$ cat config.mk
export PLATFORM = sky130hd
export DESIGN_NAME = rf_write_sched
export DESIGN_NICKNAME = d
export VERILOG_FILES = /design/src/rtl/rf_sched_pkg.sv /design/src/rtl/rf_scoreboard.sv /design/src/rtl/rf_write_sched.sv
export SDC_FILE = /design/constraint.sdc
export NUM_CORES = 1
export LEC_CHECK = 0
export ABC_CLOCK_PERIOD_IN_PS = 1600
export BUFFER_PORTS_ARGS = -buffer_cell sky130_fd_sc_hd__buf_2
export CORE_MARGIN = 3
export CORE_UTILIZATION = 46
export CTS_BUF_LIST = sky130_fd_sc_hd__clkbuf_8 sky130_fd_sc_hd__clkbuf_16
export DETAILED_ROUTE_END_ITERATION = 10
export PLACE_DENSITY = 0.8
export SYNTH_ARGS = -nofsm -noshare
export SYNTH_HDL_FRONTEND = slang
export SYNTH_SLANG_ARGS = --single-unit
$ cat constraint.sdc
create_clock -name CLK -period 1.6 [get_ports CLK]
set_input_delay 0 -clock CLK [delete_from_list [all_inputs] [get_ports CLK]]
set_output_delay 0 -clock CLK [all_outputs]
set_load 0.01 [all_outputs]
$ cat src/rtl/rf_sched_pkg.sv
// Shared constants and types for the register-file write scheduler.
package rf_sched_pkg;

    localparam int NREG_DEF = 16;
    localparam int AW_DEF   = 5;
    localparam int DW_DEF   = 16;

    typedef enum logic {
        REQ_ALU = 1'b0,
        REQ_LD  = 1'b1
    } req_e;

    typedef logic [NREG_DEF-1:0] busy_vec_t;

endpackage

$ cat src/rtl/rf_scoreboard.sv
// Per-register outstanding-load scoreboard.
// Holds one busy bit per architectural register. A bit is set when a load
// is issued and cleared when that load returns. A same-cycle issue wins
// over a return, because the issue belongs to the newer load. Register 0
// and out-of-range addresses are never tracked. ld_err latches a return
// to a tracked register that had no outstanding load.
module rf_scoreboard
    import rf_sched_pkg::*;
#(
    parameter int NREG = NREG_DEF,
    parameter int AW   = AW_DEF
) (
    input  logic          CLK,
    input  logic          Reset,
    input  logic          iss_valid,
    input  logic [AW-1:0] iss_addr,
    input  logic          ld_fire,
    input  logic [AW-1:0] ld_addr,
    input  logic [AW-1:0] alu_addr,
    input  logic [AW-1:0] chk_addrA,
    input  logic [AW-1:0] chk_addrB,
    output logic          alu_busy,
    output logic          busy_a,
    output logic          busy_b,
    output logic          ld_err
);

    localparam int NSLOT = 2 ** AW;

    logic [NREG-1:0]  busy;
    logic [NREG-1:0]  busy_nxt;
    logic [NREG-1:0]  set_vec;
    logic [NREG-1:0]  clr_vec;
    logic [NSLOT-1:0] busy_ext;
    logic             err_hit;

    // Register 0 and addresses beyond the file are never tracked.
    function automatic logic writable(input logic [AW-1:0] a);
        writable = (a != '0) && ({1'b0, a} < (AW + 1)'(NREG));
    endfunction

    // Next busy vector: clear on load return, then set on issue so set wins.
    always_comb begin
        busy_ext = '0;
        busy_ext[NREG-1:0] = busy;
        if (iss_valid && writable(iss_addr)) begin
            set_vec = NREG'(1) << iss_addr;
        end else begin
            set_vec = '0;
        end
        if (ld_fire && writable(ld_addr)) begin
            clr_vec = NREG'(1) << ld_addr;
        end else begin
            clr_vec = '0;
        end
        busy_nxt = (busy & ~clr_vec) | set_vec;
        err_hit  = ld_fire && writable(ld_addr) && !busy_ext[ld_addr];
    end

    // Busy vector and sticky load-error flag.
    always_ff @(posedge CLK or posedge Reset) begin
        if (Reset) begin
            busy   <= '0;
            ld_err <= 1'b0;
        end else begin
            busy   <= busy_nxt;
            ld_err <= ld_err | err_hit;
        end
    end

    // Untracked addresses read back as not busy through the zero-extended view.
    assign alu_busy = busy_ext[alu_addr];
    assign busy_a   = busy_ext[chk_addrA];
    assign busy_b   = busy_ext[chk_addrB];

endmodule

$ cat src/rtl/rf_write_sched.sv
// Register-file write-port scheduler.
// Arbitrates the single write port between the ALU result path and the
// load-return path (round-robin on ties), registers the write with one
// cycle of latency, and reports read hazards to decode.
// Optional feature macro: RF_BYPASS_EN adds byp_hitA/byp_hitB so decode can
// forward rf_wdata, and removes the uncommitted-write term from hazard.
module rf_write_sched
    import rf_sched_pkg::*;
#(
    parameter int NREG = NREG_DEF,
    parameter int AW   = AW_DEF,
    parameter int DW   = DW_DEF
) (
    input  logic          CLK,
    input  logic          Reset,
    input  logic          alu_valid,
    input  logic [AW-1:0] alu_addr,
    input  logic [DW-1:0] alu_data,
    output logic          alu_ready,
    input  logic          ld_valid,
    input  logic [AW-1:0] ld_addr,
    input  logic [DW-1:0] ld_data,
    output logic          ld_ready,
    input  logic          iss_valid,
    input  logic [AW-1:0] iss_addr,
    input  logic [AW-1:0] chk_addrA,
    input  logic [AW-1:0] chk_addrB,
    output logic          hazard,
`ifdef RF_BYPASS_EN
    output logic          byp_hitA,
    output logic          byp_hitB,
`endif
    output logic          rf_we,
    output logic [AW-1:0] rf_waddr,
    output logic [DW-1:0] rf_wdata,
    output logic          ld_err
);

    req_e last_grant;
    logic alu_busy;
    logic busy_a;
    logic busy_b;
    logic alu_elig;
    logic grant_alu;
    logic grant_ld;
    logic hit_a;
    logic hit_b;

    // Register 0 and addresses beyond the file are accepted but never written.
    function automatic logic writable(input logic [AW-1:0] a);
        writable = (a != '0) && ({1'b0, a} < (AW + 1)'(NREG));
    endfunction

    rf_scoreboard #(
        .NREG (NREG),
        .AW   (AW)
    ) u_sb (
        .CLK       (CLK),
        .Reset     (Reset),
        .iss_valid (iss_valid),
        .iss_addr  (iss_addr),
        .ld_fire   (grant_ld),
        .ld_addr   (ld_addr),
        .alu_addr  (alu_addr),
        .chk_addrA (chk_addrA),
        .chk_addrB (chk_addrB),
        .alu_busy  (alu_busy),
        .busy_a    (busy_a),
        .busy_b    (busy_b),
        .ld_err    (ld_err)
    );

    // An ALU write must wait behind an outstanding load to the same register.
    assign alu_elig = alu_valid && !alu_busy;

    // Grant selection: single eligible requester wins, ties alternate.
    always_comb begin
        grant_alu = 1'b0;
        grant_ld  = 1'b0;
        if (alu_elig && ld_valid) begin
            if (last_grant == REQ_LD) begin
                grant_alu = 1'b1;
            end else begin
                grant_ld = 1'b1;
            end
        end else if (alu_elig) begin
            grant_alu = 1'b1;
        end else if (ld_valid) begin
            grant_ld = 1'b1;
        end else begin
            grant_alu = 1'b0;
            grant_ld  = 1'b0;
        end
    end

    assign alu_ready = grant_alu;
    assign ld_ready  = grant_ld;

    // Round-robin pointer; moves only when something is granted.
    always_ff @(posedge CLK or posedge Reset) begin
        if (Reset) begin
            last_grant <= REQ_LD;
        end else if (grant_alu) begin
            last_grant <= REQ_ALU;
        end else if (grant_ld) begin
            last_grant <= REQ_LD;
        end else begin
            last_grant <= last_grant;
        end
    end

    // Registered write port; address/data hold whenever no write is issued.
    always_ff @(posedge CLK or posedge Reset) begin
        if (Reset) begin
            rf_we    <= 1'b0;
            rf_waddr <= '0;
            rf_wdata <= '0;
        end else if (grant_alu && writable(alu_addr)) begin
            rf_we    <= 1'b1;
            rf_waddr <= alu_addr;
            rf_wdata <= alu_data;
        end else if (grant_ld && writable(ld_addr)) begin
            rf_we    <= 1'b1;
            rf_waddr <= ld_addr;
            rf_wdata <= ld_data;
        end else begin
            rf_we    <= 1'b0;
        end
    end

    // A write sitting on the port has not reached the file yet.
    assign hit_a = rf_we && (rf_waddr != '0) && (rf_waddr == chk_addrA);
    assign hit_b = rf_we && (rf_waddr != '0) && (rf_waddr == chk_addrB);

`ifdef RF_BYPASS_EN
    assign byp_hitA = hit_a;
    assign byp_hitB = hit_b;
    assign hazard   = busy_a || busy_b;
`else
    assign hazard   = busy_a || busy_b || hit_a || hit_b;
`endif

endmodule

==> reports/qor.txt, run 1 <==
===============================================================================
Number of cells traversed by the worst register-to-register path             10
CTS H-Tree Depth                                                              2
Port bufs                                                                    87
Via total after detailed routing                                           3268
Max Buffers Root-to-Sink                                                      2
Worst-case hold path end point                                      rf_waddr[1]
Post-synth ARST share                                                      100%
Vertical die dimension                                                  81.5 um
Maximum number of pins on one net before global-route repair                 41
First-iteration detailed-routing DRC count                                  541
Antenna Violating Nets Remaining                                              0
Status                                                             complete, but fails checks
Number of enable-type register cells in the synthesized netlist               0
Number of global-route vias before repair                                  3044
Overall routing resource usage                                            30.5%
Hold path startpoint                                                 ld_addr[1]
Latest clock arrival within the worst-skew pair                          310 ps
Drt total wl                                                            12.0 mm
Area growth, synth to finish                                              65.4%
VDD IR max                                                             0.729 mV
Number of I/O pins                                                           88
Sum of negative setup slack                                           -16980 ps
Class of the most critical setup path                                   reg2out
Die X                                                                   81.5 um
Part of the Yosys area used for sequential elements                       38.2%
Critical path data arrival time                                         2190 ps
Hold violation count in the final report                                      0
Mean area per synthesized cell                                         9.75 um2
Cell count of the worst hold path                                             3
Share of the core filled with cells                                       81.8%
Primary flip-flop cell chosen by synthesis mapping                 sky130_fd_sc_hd__dfrtp_1
Fraction of final layout cells sized beyond drive strength 1              50.2%
Clk root buf                                                       sky130_fd_sc_hd__clkbuf_8
Final Setup Violations                                                       42
Clk slew on worst S/H paths                                               90 ps
Total of flip-flops plus latches after synthesis                             40
Clk sinks                                                                    40
Cell Count, Final, Fillers Out                                              498
Number of iterations in the first detailed-routing pass                       5
Critical path capture point type                                     output pin
Share of the clock period used by the worst path after layout              137%
Total nets after synthesis                                                  331
Failing checks                                                     negative setup slack
Core outline area                                                   0.00530 mm2
Instance count after placement with tap cells included                      441
Via/cell ratio                                                             6.56
Req. time, crit path                                                    1600 ps
Cell area after synthesis                                           0.00262 mm2
Final slew viol count                                                         0
Number of warning messages in the yosys log                                   0
Min cycle time layout                                                   2190 ps
GP Congestion                                                             0.913
Power density relative to cell area                                  966 mW/mm2
TritonCTS buffer count                                                        5
Reg-to-Reg Start                                                   u_sb.busy[4]
Final WS setup                                                          -590 ps
Power, Total                                                            4.19 mW
Total Die Area                                                      0.00664 mm2
Crit start category                                                        flop
Effective utilization at floorplan                                        49.5%
Unrepaired setup endpoints after global routing                             yes
Total of max-cap violations                                                   0
Count of cell types in the netlist                                           43
Number of standard-cell rows in the floorplan                                26
Worst Max-Slew Pin Slew                                                  526 ps
Number of design rule violations left after detail routing                    0
Worst R2R End                                                       rf_wdata[4]
Peak Freq                                                             0.457 GHz
First-pass GRT wire length                                              15.2 mm
Post-layout nets                                                            489
Remaining max-slew budget at the tightest pin                             64.9%
Number of antenna repair diodes                                               0
Layout Skew                                                             6.51 ps
Clock tree from TritonCTS                                                  done
Avg WL per Cell                                                         24.1 um
Initial antenna violation count                                               0
Leakage power                                                           1.94 nW
Reg2Reg Setup Slack                                                     -510 ps
Post-Synthesis Cells                                                        269
DP HPWL                                                                 6.13 mm
Congestion Overflow GR                                                        0
Largest fanout of any net on the critical path                                5
Type of the most critical hold path                                      in2reg
===============================================================================
[power by group]
group / internal, mW / switching (mW)
Combinational: 1.01 / 0.896
Clock: 0.305 / 0.424
Sequential: 1.25 / 0.301
[synthesized netlist by cell type (6+ instances only)]
library cell               count  area share [%]
sky130_fd_sc_hd__mux4_2       15              13
sky130_fd_sc_hd__o21ai_0      10             1.9
sky130_fd_sc_hd__nand2b_1     10             2.4
sky130_fd_sc_hd__clkbuf_1      9             1.3
sky130_fd_sc_hd__o211ai_1     19             5.4
sky130_fd_sc_hd__mux2i_1       8             3.1
sky130_fd_sc_hd__buf_2         7             1.3
sky130_fd_sc_hd__o21ai_1       6             1.1
sky130_fd_sc_hd__o41ai_1      14             4.7
sky130_fd_sc_hd__nand3_1      18             3.4
sky130_fd_sc_hd__nor2_1        9             1.3
sky130_fd_sc_hd__nand2_1      51             7.3
sky130_fd_sc_hd__dfrtp_1      39              37
[flip-flops by register name, indices dropped and copies added (netlist names)]
register,count
rf_wdata,16
u_sb.busy,16
rf_waddr,5
last_grant,1
rf_we,1
u_sb.ld_err,1
[stage by stage]
stage          area, um2  hold slack (ps)  worst slack (ps)
4_1_cts             3970             9.11              -538
6_report            4340             32.6              -590
2_1_floorplan       2710             97.2             -60.1
5_1_grt             4340             46.4              -607
3_5_place_dp        3420              153              -309
3_3_place_gp        3420              156              -272
[timing repair]
item,in CTS,in global routing
hold endpoints to repair,58,0
buffers inserted,3,9
pin swaps,3,30
gates resized for setup,13,54
hold buffers,35,0
cloned,1,1
setup endpoints to repair,41,42
[kinds of logic after synthesis]
logic type | synth area share (%)
AOI/OAI and AO/OA | 19.8
xor gates and xnor gates | 3.34
buffers and inverters | 4.63
DFF | 38.2
muxes | 15.9
and+or+nand+nor | 18.0
[worst max-delay path by stage]
| stage | cells past startpoint | end | start |
|---|---|---|---|
| finish | 5 | hazard | u_sb.busy[6] |
| global route | 6 | hazard | u_sb.busy[13] |
| CTS | 6 | hazard | u_sb.busy[13] |
| detailed placement | 8 | u_sb.busy[12] | u_sb.busy[14] |
| global placement | 8 | u_sb.busy[12] | u_sb.busy[14] |
| floorplan | 8 | u_sb.busy[12] | u_sb.busy[14] |
[final cells by class]
type	instances	area (um2)
inverter	5	18.8
sequential	40	1010
clock buffer	5	68.8
clock inverter	3	18.8
fill	281	966
tap	70	87.6
multi-input combinational	205	1840
timing repair buffer	170	1290
[routing by layer]
metal	global-route usage (%)	vias up	share of wire [%]
li1	-	1329	-
met1	37.2	1541	34
met2	50.6	316	49
met3	6.36	82	11
met4	16.6	0	5.7
met5	0	-	0
[placed cells by master, fill, tap and decap left out, types with 7 or more instances in the layout]
cell type,netlist,routed
sky130_fd_sc_hd__nand3_2,0,15
sky130_fd_sc_hd__buf_2,7,87
sky130_fd_sc_hd__buf_6,3,13
sky130_fd_sc_hd__nand2_1,51,48
sky130_fd_sc_hd__mux2i_1,8,7
sky130_fd_sc_hd__dlygate4sd3_1,0,35
sky130_fd_sc_hd__nand2b_1,10,9
sky130_fd_sc_hd__o41ai_4,0,8
sky130_fd_sc_hd__mux4_2,15,15
sky130_fd_sc_hd__nor2_1,9,7
sky130_fd_sc_hd__o211ai_1,19,19
sky130_fd_sc_hd__o21ai_1,6,13
sky130_fd_sc_hd__dfrtp_1,39,34
sky130_fd_sc_hd__buf_4,0,28
[critical path: stages, from the launching register on]
cell and delay [ps]:
sky130_fd_sc_hd__dfrtp_1 500, sky130_fd_sc_hd__mux4_2 490, sky130_fd_sc_hd__mux4_2 470, sky130_fd_sc_hd__a22oi_2 200, sky130_fd_sc_hd__o21ai_1 80, sky130_fd_sc_hd__buf_2 140
Note: power is estimated with default switching activity, not from simulation.
==> run 2, diff against run 1 <==
- ABC_CLOCK_PERIOD_IN_PS: 1600 -> 2400
- CORE_ASPECT_RATIO: default -> 0.6
- CORE_UTILIZATION: 46 -> 50
- PLACE_DENSITY: 0.8 -> 0.83
- SYNTH_HIERARCHICAL: default -> 1
- clock period: 1.6 -> 2.4 ns (I/O delays scaled with it)
==> reports/qor.txt, run 2 <==
===============================================================================
Min cycle time layout                                                   2700 ps
Hold violation count in the final report                                      0
Primary flip-flop cell chosen by synthesis mapping                 sky130_fd_sc_hd__dfrtp_1
Drt total wl                                                            10.4 mm
Vertical die dimension                                                  60.4 um
Number of standard-cell rows in the floorplan                                19
Overall routing resource usage                                            31.0%
First-pass GRT wire length                                              13.3 mm
Antenna Violating Nets Remaining                                              0
Commonest cells post-synth                                         sky130_fd_sc_hd__dfrtp_1, sky130_fd_sc_hd__o21ai_0, sky130_fd_sc_hd__inv_1
Part of the Yosys area used for sequential elements                       40.7%
Leakage power                                                           1.71 nW
Fraction of final layout cells sized beyond drive strength 1              49.5%
Port bufs                                                                    87
Critical path data arrival time                                         2920 ps
Dominant cell type by area after synthesis                         sky130_fd_sc_hd__dfrtp_1
Share of the core filled with cells                                       79.9%
Crit start category                                                        flop
Total of flip-flops plus latches after synthesis                             40
Type of the most critical hold path                                      in2reg
Total nets after synthesis                                                  286
Clock tree from TritonCTS                                                  done
CP delay by family, top                                            multiplexers
Post-Synthesis Cells                                                        224
Latest clock arrival within the worst-skew pair                          300 ps
Reg2Reg Setup Slack                                                     -300 ps
Hold path startpoint                                                alu_data[1]
Avg WL per Cell                                                         24.3 um
Core outline area                                                   0.00466 mm2
Clk sinks                                                                    40
Die X                                                                   96.6 um
Slowest cell delay on critical path                                      510 ps
Most frequent cells in the layout                                  sky130_fd_sc_hd__buf_2, sky130_fd_sc_hd__dfrtp_1, sky130_fd_sc_hd__dlygate4sd3_1, sky130_fd_sc_hd__inv_1, sky130_fd_sc_hd__buf_4
Req. time, crit path                                                    2610 ps
Share of the clock period used by the worst path after layout              113%
Number of I/O pins                                                           88
Failing checks                                                     negative setup slack
Post-layout nets                                                            425
Cell Count, Final, Fillers Out                                              428
Cell Chain, Critical Path                                          mux4_2, mux4_2, nor2b_4, nand2b_4, buf_4, o21a_4, nand4b_1, buf_6, o21ai_1, o21ai_1
First-iteration detailed-routing DRC count                                  376
Via total after detailed routing                                           2819
Most common cell after layout, fill and taps aside                 sky130_fd_sc_hd__buf_2
VDD IR max                                                             0.579 mV
Most repeated cell in the gate-level netlist after synthesis       sky130_fd_sc_hd__dfrtp_1
Peak Freq                                                             0.370 GHz
Final WS setup                                                          -305 ps
Power density relative to cell area                                  662 mW/mm2
Worst-case hold path end point                                      rf_wdata[1]
Worst R2R End                                                      u_sb/busy[12]
Initial antenna violation count                                               1
Cell count of the worst hold path                                             3
CTS H-Tree Depth                                                              2
Cell area after synthesis                                           0.00246 mm2
DP HPWL                                                                 5.81 mm
Yosys top cell area share                                                 39.6%
Unrepaired setup endpoints after global routing                             yes
Worst Max-Slew Pin Slew                                                  960 ps
Total Die Area                                                      0.00583 mm2
GP Congestion                                                              1.01
Power, Total                                                            2.46 mW
Layout Skew                                                             3.04 ps
Maximum number of pins on one net before global-route repair                 24
Clk slew on worst S/H paths                                               80 ps
Max Buffers Root-to-Sink                                                      2
Number of design rule violations left after detail routing                    0
TritonCTS buffer count                                                        5
Crit-path slowest cell                                             sky130_fd_sc_hd__mux4_2
Remaining max-slew budget at the tightest pin                             35.9%
Number of warning messages in the yosys log                                   6
Post-synth ARST share                                                      100%
Status                                                             complete, but fails checks
Clk root buf                                                       sky130_fd_sc_hd__clkbuf_8
Count of cell types in the netlist                                           39
Via/cell ratio                                                             6.59
Final slew viol count                                                         0
Largest fanout of any net on the critical path                                6
Class of the most critical setup path                                   reg2reg
Largest registers                                                  rf_wdata x16, u_sb/busy x16, rf_waddr x5
Area growth, synth to finish                                              51.1%
Combined buffer and inverter count along the critical path                    2
Final Setup Violations                                                       40
Number of global-route vias before repair                                  2596
Effective utilization at floorplan                                        52.8%
Total of max-cap violations                                                   0
Number of iterations in the first detailed-routing pass                       5
Congestion Overflow GR                                                        0
Instance count after placement with tap cells included                      387
Mean area per synthesized cell                                         11.0 um2
Number of enable-type register cells in the synthesized netlist               0
Number of cells traversed by the worst register-to-register path             10
Critical path capture point type                                           flop
Top cells by area, synth                                           sky130_fd_sc_hd__dfrtp_1, sky130_fd_sc_hd__mux4_1, sky130_fd_sc_hd__mux4_2, sky130_fd_sc_hd__o21ai_0, sky130_fd_sc_hd__o22ai_1
Reg-to-Reg Start                                                   u_sb/busy[15]
===============================================================================
==> run 2: cell count changes in the layout (fill, tap and decap cells not counted), sizes merged, moves of 19 or more <==
| cell | delta |
|---|---|
| buf | -19 |
| o22ai | +20 |
| nand2 | -48 |
| a21oi | +20 |
| o211ai | -19 |
| inv | +22 |
==> run 2: report_power, final <==
part / leakage, nW / switching, mW / internal (mW)
Clock: 0.0453 / 0.258 / 0.199
Sequential: 0.462 / 0.109 / 0.814
Combinational: 1.20 / 0.550 / 0.531
==> run 2: cell type report <==
class                      instances  area, um2
antenna                            1       2.50
tap                               63       78.8
multi-input combinational        148       1510
fill                             263        938
clock buffer                       5       68.8
sequential                        40       1000
inverter                          26       97.6
timing repair buffer             142        943
clock inverter                     3       16.3
==> run 2: tightest hold or removal path, stage by stage <==
cell	delay (ps)
sky130_fd_sc_hd__buf_2	90
sky130_fd_sc_hd__o22ai_2	70
sky130_fd_sc_hd__a21oi_1	110
==> run 2: cell families after synthesis <==
| family | synth area share (%) |
|---|---|
| AOI/OAI and AO/OA | 19.3 |
| xor gates and xnor gates | 3.56 |
| buffers and inverters | 6.45 |
| DFF | 40.7 |
| muxes | 19.2 |
| and+or+nand+nor | 10.8 |
==> run 2: worst max-delay path by stage <==
| stage | start | end | slack, ps | depth (start not counted) |
|---|---|---|---|---|
| 2_1_floorplan | u_sb/busy[11] | rf_waddr[0] | 2 | 8 |
| 3_3_place_gp | u_sb/busy[3] | rf_wdata[9] | -120 | 8 |
| 3_5_place_dp | u_sb/busy[15] | rf_wdata[9] | -200 | 8 |
| 4_1_cts | u_sb/busy[15] | rf_waddr[2] | -130 | 8 |
| 5_1_grt | u_sb/busy[15] | u_sb/busy[12] | -350 | 10 |
| 6_report | u_sb/busy[15] | u_sb/busy[12] | -300 | 10 |
==> run 2: metrics by stage <==
step	setup WS [ps]	hold slack [ps]	TNS (ps)	cell area [um2]
6_report	-305	2.42	-7620	3720
3_3_place_gp	-118	113	-1930	3090
2_1_floorplan	2.12	-73.9	0	2470
4_1_cts	-131	3.13	-2770	3510
5_1_grt	-354	21.1	-9890	3720
3_5_place_dp	-201	136	-3310	3090
==> run 2: what timing repair did <==
| item | in CTS | in global routing |
|---|---|---|
| gates resized for setup | 16 | 63 |
| hold buffers | 28 | 0 |
| cloned | 1 | 0 |
| endpoints found under the setup margin | 33 | 40 |
| buffers inserted | 0 | 3 |
| pin swaps | 0 | 3 |
| hold endpoints to repair | 55 | 0 |
==> run 2: layer usage <==
layer	part of all wire, %	up-vias	GRT usage (%)
met5	0	-	0
met4	6.7	0	13.6
met3	15	72	10.4
met2	45	298	47.0
met1	33	1324	41.4
li1	-	1125	-
==> run 3, diff against run 2 <==
- ABC_AREA: default -> 1
- CORE_UTILIZATION: 50 -> 52
- SKIP_CTS_REPAIR_TIMING: default -> 1
==> reports/qor.txt, run 3 <==
===============================================================================
Most common cell after layout, fill and taps aside                 sky130_fd_sc_hd__nand2_1
Yosys top cell area share                                                 32.8%
Overall routing resource usage                                            26.8%
Critical path data arrival time                                         2290 ps
Cell count of the worst hold path                                             5
Number of global-route vias before repair                                  3001
Number of cells traversed by the worst register-to-register path             11
Detailed route wirelength on metal2                                     3.68 mm
Clk sinks                                                                    40
Cell Area, Placed                                                   0.00342 mm2
Final Setup Violations                                                        0
Clk root buf                                                       sky130_fd_sc_hd__clkbuf_8
Effective utilization at floorplan                                        56.3%
Via/cell ratio                                                             5.61
Largest fanout of any net on the critical path                                8
Metal-1 WL                                                              4.20 mm
VDD IR max                                                             0.421 mV
CP delay by family, top                                            compound AO/OA/AOI/OAI gates
Most repeated cell in the gate-level netlist after synthesis       sky130_fd_sc_hd__nand2_1
Post-Place Setup Slack                                                   188 ps
Peak Freq                                                             0.475 GHz
Req. time, crit path                                                    2580 ps
Min cycle time layout                                                   2110 ps
Area growth, synth to finish                                              19.6%
Unrepaired setup endpoints after global routing                              no
Final slew viol count                                                         0
Die X                                                                    104 um
Antenna Violating Nets Remaining                                              0
Drt total wl                                                            9.16 mm
Port bufs                                                                    87
Congestion Overflow GR                                                        0
Cell Chain, Critical Path                                          inv_1, nand2_1, nand3_1, nand3_1, nand3b_1, a21oi_1, clkinv_1, a31oi_2, nand3_2, o31ai_1, o21ai_1
Worst Max-Slew Pin Slew                                                  860 ps
Final-layout worst hold slack                                          -11.8 ps
Number of iterations in the first detailed-routing pass                       5
Number of warning messages in the yosys log                                   6
Hold violation count in the final report                                      9
Total nets after synthesis                                                  527
Primary flip-flop cell chosen by synthesis mapping                 sky130_fd_sc_hd__dfrtp_1
Most frequent cells in the layout                                  sky130_fd_sc_hd__nand2_1, sky130_fd_sc_hd__buf_2, sky130_fd_sc_hd__nand3_1, sky130_fd_sc_hd__inv_1, sky130_fd_sc_hd__dfrtp_1
Clock tree from TritonCTS                                                  done
Dominant cell type by area after synthesis                         sky130_fd_sc_hd__dfrtp_1
Number of standard-cell rows in the floorplan                                20
Combined buffer and inverter count along the critical path                    2
Avg WL per Cell                                                         14.7 um
Worst-case hold path end point                                      rf_wdata[1]
Crit-path slowest cell                                             sky130_fd_sc_hd__dfrtp_1
Maximum number of pins on one net before global-route repair                 25
Mean area per synthesized cell                                         6.39 um2
Remaining max-slew budget at the tightest pin                             42.6%
Initial antenna violation count                                               0
Leakage power                                                           1.97 nW
DP HPWL                                                                 6.73 mm
Status                                                             complete, but fails checks
Number of design rule violations left after detail routing                    0
Sum of negative setup slack                                                0 ps
Number of I/O pins                                                           88
TritonCTS buffer count                                                        5
Critical path's most frequent cell                                 sky130_fd_sc_hd__nand3_1
Post-layout nets                                                            609
Slowest cell delay on critical path                                      440 ps
Max Buffers Root-to-Sink                                                      2
Top cells by area, synth                                           sky130_fd_sc_hd__dfrtp_1, sky130_fd_sc_hd__nand2_1, sky130_fd_sc_hd__nand3_1, sky130_fd_sc_hd__nand4_1, sky130_fd_sc_hd__inv_1
Failing checks                                                     negative hold slack
Hold path startpoint                                                 ld_data[1]
Share of the clock period used by the worst path after layout             87.8%
Total Die Area                                                      0.00669 mm2
GP Congestion                                                              1.01
Worst R2R End                                                      u_sb/busy[11]
Via total after detailed routing                                           3505
Total of max-cap violations                                                   0
Count of cell types in the netlist                                           31
Part of the Yosys area used for sequential elements                       33.7%
Critical path capture point type                                           flop
Final WS setup                                                           293 ps
Post-Synthesis Cells                                                        465
Number of antenna repair diodes                                               0
Clk slew on worst S/H paths                                               80 ps
CTS H-Tree Depth                                                              2
Number of enable-type register cells in the synthesized netlist               0
Largest registers                                                  rf_wdata x16, u_sb/busy x16, rf_waddr x5
Core outline area                                                   0.00528 mm2
Power, Total                                                            2.20 mW
Class of the most critical setup path                                   reg2reg
Latest clock arrival within the worst-skew pair                          300 ps
Post-synth ARST share                                                      100%
First-iteration detailed-routing DRC count                                  400
First-pass GRT wire length                                              14.7 mm
Wire length on met3                                                     1.21 mm
Reg-to-Reg Start                                                   u_sb/busy[2]
Layout Skew                                                             13.3 ps
Type of the most critical hold path                                      in2reg
Fraction of final layout cells sized beyond drive strength 1              21.2%
Vertical die dimension                                                  64.6 um
Crit start category                                                        flop
Total of flip-flops plus latches after synthesis                             40
Power density relative to cell area                                  620 mW/mm2
Cell area after synthesis                                           0.00297 mm2
Commonest cells post-synth                                         sky130_fd_sc_hd__nand2_1, sky130_fd_sc_hd__nand3_1, sky130_fd_sc_hd__inv_1
Uppermost layer routed                                                     met4
Non-Filler Cell Area, Final                                         0.00355 mm2
Reg2Reg Setup Slack                                                      290 ps
===============================================================================
==> run 3: cell families after synthesis <==
logic type      count (synthesis)  synth area share [%]
compound gates                 46                  9.22
xor+xnor                        5                  1.47
buf+inv                        75                  11.2
flops                          40                  33.7
simple gates                  299                  44.4
==> run 3: how the worst max path moves through the flow <==
stage                     to  cells past startpoint          from  slack, ps
3_3_place_gp   u_sb/busy[14]                     11  u_sb/busy[2]        230
4_1_cts        u_sb/busy[11]                     11  u_sb/busy[2]        160
6_report       u_sb/busy[11]                     11  u_sb/busy[2]        290
3_5_place_dp   u_sb/busy[11]                     11  u_sb/busy[2]        190
5_1_grt        u_sb/busy[10]                     11  u_sb/busy[6]        120
2_1_floorplan  u_sb/busy[10]                     11  u_sb/busy[5]        420
==> run 3: routing by layer <==
metal	GRT usage (%)	up-vias
met5	0	-
met4	5.31	0
met3	7.66	9
met2	35.7	223
met1	42.2	1581
li1	-	1692
==> run 3: layout make-up <==
class	count	area [um2]
fillers	470	1730
flip-flops and latches	40	1000
multi-input cells	350	1650
well taps	77	96.3
clock buffers	5	68.8
clock inverters	3	12.5
inverters	53	201
repair buffers	97	520
==> run 3: tightest hold or removal path, cell delays in order <==
cell                      delay [ps]
sky130_fd_sc_hd__buf_2            70
sky130_fd_sc_hd__nand2_1          40
sky130_fd_sc_hd__nand2_1          50
sky130_fd_sc_hd__nand2_1          40
sky130_fd_sc_hd__nand2_1          50
==> run 3: metrics by stage <==
stage               utilization [%]  cells
floorplan                         -    465
global placement               64.7    613
detailed placement             64.7    613
CTS                            66.3    621
global route                   67.3    625
finish                         67.3    625
==> run 3: power breakdown <==
part	switching, mW	internal, mW
sequential	0.130	0.817
combinational	0.508	0.310
clock	0.241	0.196
total	0.879	1.32
